File: config.mk
export PLATFORM = sky130hd
export DESIGN_NAME = multicycle_ctrl
export DESIGN_NICKNAME = d
export VERILOG_FILES = /design/src/rtl/arm_ctrl_pkg.sv /design/src/rtl/instr_dec.sv /design/src/rtl/multicycle_ctrl.sv
export SDC_FILE = /design/constraint.sdc
export NUM_CORES = 1
export LEC_CHECK = 0
export ABC_AREA = 1
export BUFFER_PORTS_ARGS = -buffer_cell sky130_fd_sc_hd__buf_2
export CORE_AREA = 2 2 39 41
export DETAILED_ROUTE_END_ITERATION = 8
export DIE_AREA = 0 0 41 43
export GPL_TIMING_DRIVEN = 0
export PLACE_DENSITY_LB_ADDON = 0.25
export SYNTH_ARGS = -nofsm -noshare
export SYNTH_HDL_FRONTEND = slang
export SYNTH_SLANG_ARGS = --single-unit
File: constraint.sdc
create_clock -name clk -period 1.2 [get_ports clk]
set_input_delay 0.24 -clock clk [delete_from_list [all_inputs] [get_ports clk]]
set_output_delay 0.24 -clock clk [all_outputs]
set_load 0.05 [all_outputs]
File: src/rtl/arm_ctrl_pkg.sv
// Shared encodings for the ARM multi-cycle controller: FSM states, Op classes,
// datapath select codes and extender modes.
package arm_ctrl_pkg;

   typedef enum logic [3:0] {
      S_FETCH    = 4'd0,
      S_DECODE   = 4'd1,
      S_MEMADR   = 4'd2,
      S_MEMREAD  = 4'd3,
      S_MEMWB    = 4'd4,
      S_MEMWRITE = 4'd5,
      S_EXECUTER = 4'd6,
      S_EXECUTEI = 4'd7,
      S_ALUWB    = 4'd8,
      S_BRANCH   = 4'd9,
      S_UNKNOWN  = 4'd10
   } state_e;

   localparam logic [1:0] OP_DP  = 2'b00;
   localparam logic [1:0] OP_MEM = 2'b01;
   localparam logic [1:0] OP_BR  = 2'b10;
   localparam logic [1:0] OP_ILL = 2'b11;

   localparam logic [1:0] SRCB_REG  = 2'b00;
   localparam logic [1:0] SRCB_IMM  = 2'b01;
   localparam logic [1:0] SRCB_FOUR = 2'b10;

   localparam logic [1:0] RES_ALUOUT = 2'b00;
   localparam logic [1:0] RES_RDATA  = 2'b01;
   localparam logic [1:0] RES_ALU    = 2'b10;

   localparam logic [1:0] IMM_DP  = 2'b00;
   localparam logic [1:0] IMM_MEM = 2'b01;
   localparam logic [1:0] IMM_BR  = 2'b10;

   typedef struct packed {
      logic       ir_write;
      logic       next_pc;
      logic       adr_src;
      logic       alu_src_a;
      logic [1:0] alu_src_b;
      logic [1:0] result_src;
      logic       alu_op;
      logic       reg_w;
      logic       mem_w;
      logic       branch;
      logic       illegal;
   } ctrl_t;

   localparam ctrl_t CTRL_IDLE = '0;

endpackage

File: src/rtl/instr_dec.sv
// Combinational Op decode for the immediate extender mode and register-file
// read-port selects; shared with the single-cycle decoder.
module instr_dec
   import arm_ctrl_pkg::*;
(
   input  logic [1:0] op,
   output logic [1:0] imm_src,
   output logic [1:0] reg_src
);

   always_comb begin
      unique case (op)
         OP_MEM:  imm_src = IMM_MEM;
         OP_BR:   imm_src = IMM_BR;
         default: imm_src = IMM_DP;
      endcase
   end

   // Branches read the PC on port 1; stores read Rd on port 2.
   assign reg_src = {op == OP_MEM, op == OP_BR};

endmodule

File: src/rtl/multicycle_ctrl.sv
// Multi-cycle main controller FSM for the ARM core.
// Optional feature: define MEM_WAIT_EN to stall FETCH/MEMREAD/MEMWRITE on MemReady.
module multicycle_ctrl
   import arm_ctrl_pkg::*;
(
   input  logic       clk,
   input  logic       reset,
   input  logic [1:0] Op,
   input  logic [5:0] Funct,
   input  logic [3:0] Rd,
   input  logic       MemReady,
   output logic       IRWrite,
   output logic       NextPC,
   output logic       AdrSrc,
   output logic       ALUSrcA,
   output logic [1:0] ALUSrcB,
   output logic [1:0] ResultSrc,
   output logic       ALUOp,
   output logic       RegW,
   output logic       MemW,
   output logic       Branch,
   output logic       PCS,
   output logic [1:0] ImmSrc,
   output logic [1:0] RegSrc,
   output logic       Illegal
);

`ifdef MEM_WAIT_EN
   localparam bit WAIT_EN = 1'b1;
`else
   localparam bit WAIT_EN = 1'b0;
`endif

   state_e state_q, state_d;
   state_e out_state;
   ctrl_t  ctrl;
   logic   mem_go;
   logic   unused_funct;

   assign mem_go       = !WAIT_EN || MemReady;
   assign unused_funct = ^Funct[4:1];

   // NOTE: state_d gets a default before the case so no path leaves it unassigned (no latch).
   always_comb begin
      state_d = state_q;
      unique case (state_q)
         S_FETCH:    if (mem_go) state_d = S_DECODE;
         S_DECODE: begin
            unique case (Op)
               OP_MEM:  state_d = S_MEMADR;
               OP_DP:   state_d = Funct[5] ? S_EXECUTEI : S_EXECUTER;
               OP_BR:   state_d = S_BRANCH;
               default: state_d = S_UNKNOWN;
            endcase
         end
         S_MEMADR:   state_d = Funct[0] ? S_MEMREAD : S_MEMWRITE;
         S_MEMREAD:  if (mem_go) state_d = S_MEMWB;
         S_MEMWRITE: if (mem_go) state_d = S_FETCH;
         S_EXECUTER,
         S_EXECUTEI: state_d = S_ALUWB;
         default:    state_d = S_FETCH;
      endcase
   end

   // NOTE: sequential state uses non-blocking assignment so every flop samples pre-edge values.
   always_ff @(posedge clk) begin
      if (reset) state_q <= S_FETCH;
      else       state_q <= state_d;
   end

   // Selects show FETCH values while reset is held, before the state flop has caught up.
   assign out_state = reset ? S_FETCH : state_q;

   always_comb begin
      ctrl = CTRL_IDLE;
      unique case (out_state)
         S_FETCH: begin
            ctrl.alu_src_a  = 1'b1;
            ctrl.alu_src_b  = SRCB_FOUR;
            ctrl.result_src = RES_ALU;
            ctrl.ir_write   = mem_go;
            ctrl.next_pc    = mem_go;
         end
         S_DECODE: begin
            ctrl.alu_src_a  = 1'b1;
            ctrl.alu_src_b  = SRCB_FOUR;
            ctrl.result_src = RES_ALU;
         end
         S_MEMADR:   ctrl.alu_src_b = SRCB_IMM;
         S_MEMREAD:  ctrl.adr_src   = 1'b1;
         S_MEMWB: begin
            ctrl.result_src = RES_RDATA;
            ctrl.reg_w      = 1'b1;
         end
         S_MEMWRITE: begin
            ctrl.adr_src = 1'b1;
            ctrl.mem_w   = 1'b1;
         end
         S_EXECUTER: ctrl.alu_op = 1'b1;
         S_EXECUTEI: begin
            ctrl.alu_src_b = SRCB_IMM;
            ctrl.alu_op    = 1'b1;
         end
         S_ALUWB:    ctrl.reg_w = 1'b1;
         S_BRANCH: begin
            ctrl.alu_src_b  = SRCB_IMM;
            ctrl.result_src = RES_ALU;
            ctrl.branch     = 1'b1;
         end
         S_UNKNOWN:  ctrl.illegal = 1'b1;
         default:    ctrl = CTRL_IDLE;
      endcase
   end

   assign AdrSrc    = ctrl.adr_src;
   assign ALUSrcA   = ctrl.alu_src_a;
   assign ALUSrcB   = ctrl.alu_src_b;
   assign ResultSrc = ctrl.result_src;
   assign ALUOp     = ctrl.alu_op;

   // Strobes are killed during reset so an abandoned instruction never writes.
   assign IRWrite = ctrl.ir_write & ~reset;
   assign NextPC  = ctrl.next_pc  & ~reset;
   assign RegW    = ctrl.reg_w    & ~reset;
   assign MemW    = ctrl.mem_w    & ~reset;
   assign Branch  = ctrl.branch   & ~reset;
   assign Illegal = ctrl.illegal  & ~reset;
   assign PCS     = Branch | (RegW & (Rd == 4'd15));

   instr_dec u_instr_dec (
      .op      (Op),
      .imm_src (ImmSrc),
      .reg_src (RegSrc)
   );

endmodule

==> results.ini <==
[run_status]
status = finished, violations left
violations = negative setup slack

[synthesis]
synthTopCellsByArea = dfxtp_1, nand2_1, nor2_1
synth_edf_count = 0
ys_top_cells_by_count = nand2_1, nor2_1, inv_1
ys.flop_type = dfxtp_1
synth_top_area_share_pct = 20.0
postSynth.asyncResetShare_pct = 0
netlist_instances = 65
synthesis.nets = 80
synth_most_common_cell = nand2_1
synthDistinctLibCells = 21
yosysTopAreaCell = dfxtp_1
ys_warn_count = 0
post_synth.cell_area_avg_um2 = 6.16
yosysSeqAreaShare_pct = 20.0
ys_ff_latch = 4
netlist_area_um2 = 400

[floorplanning]
rows = 14
die-area_mm2 = 0.00176
die_x_um = 41
initial_utilization_pct = 28.9
core_area_mm2 = 0.00138
die_y_um = 43
io_pins = 33

[setup_path]
cp_top_family = flip-flops
cp_slowest_cell = dfxtp_4
critPathMaxStageDelay_ps = 370
worstPathRequired_ps = 960
worstRegToRegCells = 5
crit_cells = 5
critical_path_class = register to output pin
reg2reg_slack_ps = 240
crit_chain = inv_4 -> nand2_2 -> nor3_4 -> buf_4 -> buf_8
crit_fanout = 5
crit_arrival_ps = 1250
cp-end-kind = output pin
critical_path_buf_inv_count = 3
start_kind = register

[power_and_ir_drop]
ir_drop_mv = 0.468
p_int_uw = 427
p_seq_share_pct = 22.5
clockPowerShare_pct = 20.4
p_sw_share_pct = 46.1
p_comb_share_pct = 57.0
p_leak_uw = 0.000387
power_density_mw_per_mm2 = 925
p_sw_uw = 365

[placed_design]
dp_cells = 107
dp_hpwl_um = 873
io_buffers = 26
gp_congestion = 0.694

[detailed_routing]
vias = 534
drt_pass1_iterations = 4
ant_nets = 0
drc_errors = 0
finalWirelength_mm = 1.18
wl_per_cell_um = 10.5
drt_iter0_markers = 9
vias_per_cell = 4.73

[finish]
final_cells = 113
largest_register = state_q
antenna_cells = 0
areaGrowthSynthToFinish_pct = 114
largestRegisters = state_q (4)
layout-drive-gt1-share_pct = 76.3
nets = 114
largest_register_ffs = 4

[clocking]
cts_root_buf = clkbuf_4
clk_path_buf_depth = 2
clkLatencyLatePin_ps = 230
cts_inserted_buffers = 3
clkTransAtPathRegs_ps = 30
cts_tree = done
numClockSinks = 4
cts_hold_buf = 0
htreeDepth = 1

[sta]
rsz0062_at_grt = yes
final_max_slew_viol_count = 0
fin_skew_ps = 1.66
finalHoldViolCount = 0
setup_slack_ps = -294
timing.setup.tns_ps = -3050
period_share_pct = 124
setup_viol = 14
timing.fmax_mhz = 670
slew_headroom_pct = 83.3
fin_crit_ps = 1490
hold_slack_ps = 214
worst_slew_pin_slew_ps = 252

[grt]
grt_first_pass_wirelength_mm = 1.88
gr-total-overflow = 0
grt_usage_pct = 16.1
grt_max_degree = 11
grt_pass1_vias = 489
antenna_found_initial = 0

[min_path]
hold_class = input pin to register
min_path_cells = 2

[run]
maxCapViolCount = 0

## routing by layer
layer  wire [um]  track usage (%)  vias to the layer above  part of all wire [%]
li1            -                -                      278                     -
met1         451             15.1                      233                    38
met2         662             29.7                       21                    56
met3          62             1.57                        2                   5.2
met4           8             10.0                        0                  0.68
met5           0                0                        -                     0
## worst paths after layout
check                         from                    end
max          state_q[3]$_SDFF_PP0_                 NextPC
min                          reset  state_q[1]$_SDFF_PP0_
max reg2reg  state_q[3]$_SDFF_PP0_  state_q[0]$_SDFF_PP0_
min reg2reg  state_q[2]$_SDFF_PP0_  state_q[3]$_SDFF_PP0_
## placed cells by master (no fill, tap or decap)
| cell type | synthesis | layout |
|---|---|---|
| inv_1 | 9 | 5 |
| inv_4 | 0 | 3 |
| nor4_2 | 0 | 1 |
| nand3b_1 | 1 | 1 |
| buf_4 | 3 | 7 |
| nor3_4 | 0 | 1 |
| buf_8 | 0 | 3 |
| nor2_4 | 1 | 8 |
| a21oi_4 | 0 | 1 |
| nor3_2 | 0 | 1 |
| buf_2 | 0 | 12 |
| nand4_1 | 3 | 3 |
| nor2_1 | 11 | 4 |
| inv_2 | 2 | 2 |
| buf_12 | 0 | 1 |
| a21oi_2 | 4 | 4 |
| buf_6 | 1 | 10 |
| nand2_4 | 0 | 2 |
| dfxtp_4 | 0 | 4 |
| o211ai_1 | 2 | 2 |
| clkbuf_4 | 0 | 3 |
| and2_4 | 0 | 1 |
| nand2_2 | 2 | 5 |
| nand2_1 | 12 | 7 |
| o21ai_2 | 0 | 2 |
| nand3_1 | 1 | 1 |
| inv_8 | 0 | 1 |
| nor2_2 | 1 | 1 |
| nand3_4 | 0 | 1 |
## cells by family after synthesis
| group | after synthesis | synth area share, % |
|---|---|---|
| flops | 4 | 20.0 |
| compound gates | 9 | 16.2 |
| simple gates | 37 | 45.0 |
| buf+inv | 15 | 18.7 |
## stage by stage
step | instance area, um^2 | util (%) | worst slack (ps) | total power, uW
global route | 856 | 61.8 | -362 | 844
global placement | 649 | 46.9 | -210 | 537
CTS | 821 | 59.3 | -287 | 786
detailed placement | 649 | 46.9 | -231 | 541
finish | 856 | 61.8 | -294 | 791
floorplan | 499 | - | -407 | 470
## cell type report
cell class | instances | area [um^2]
Fill cell | 133 | 528
Multi-Input combinational cell | 46 | 372
Timing Repair Buffer | 29 | 244
Sequential cell | 4 | 95.1
Inverter | 11 | 56.3
Buffer | 4 | 46.3
Clock buffer | 3 | 22.5
Tap cell | 16 | 20.0
## power by group through the flow
stage	Sequential (uW)	Clock, uW	Combinational (uW)
floorplan	169	0	301
global placement	173	0	364
detailed placement	174	0	367
CTS	178	172	436
global route	181	183	480
finish	178	162	451
## what timing repair did
| action | in CTS | in global routing |
|---|---|---|
| pin swaps | 5 | 1 |
| setup endpoints to repair | 14 | 14 |
| gates resized for setup | 46 | 6 |
| buffers inserted | 1 | 2 |
## worst reg2reg max path, cell delays in order (launching register included)
cell	delay (ps)
dfxtp_4	370
inv_4	100
nand2_2	90
nor2_4	130
nand2_1	80
a21oi_2	110
Note: power is estimated with default switching activity, not from simulation.
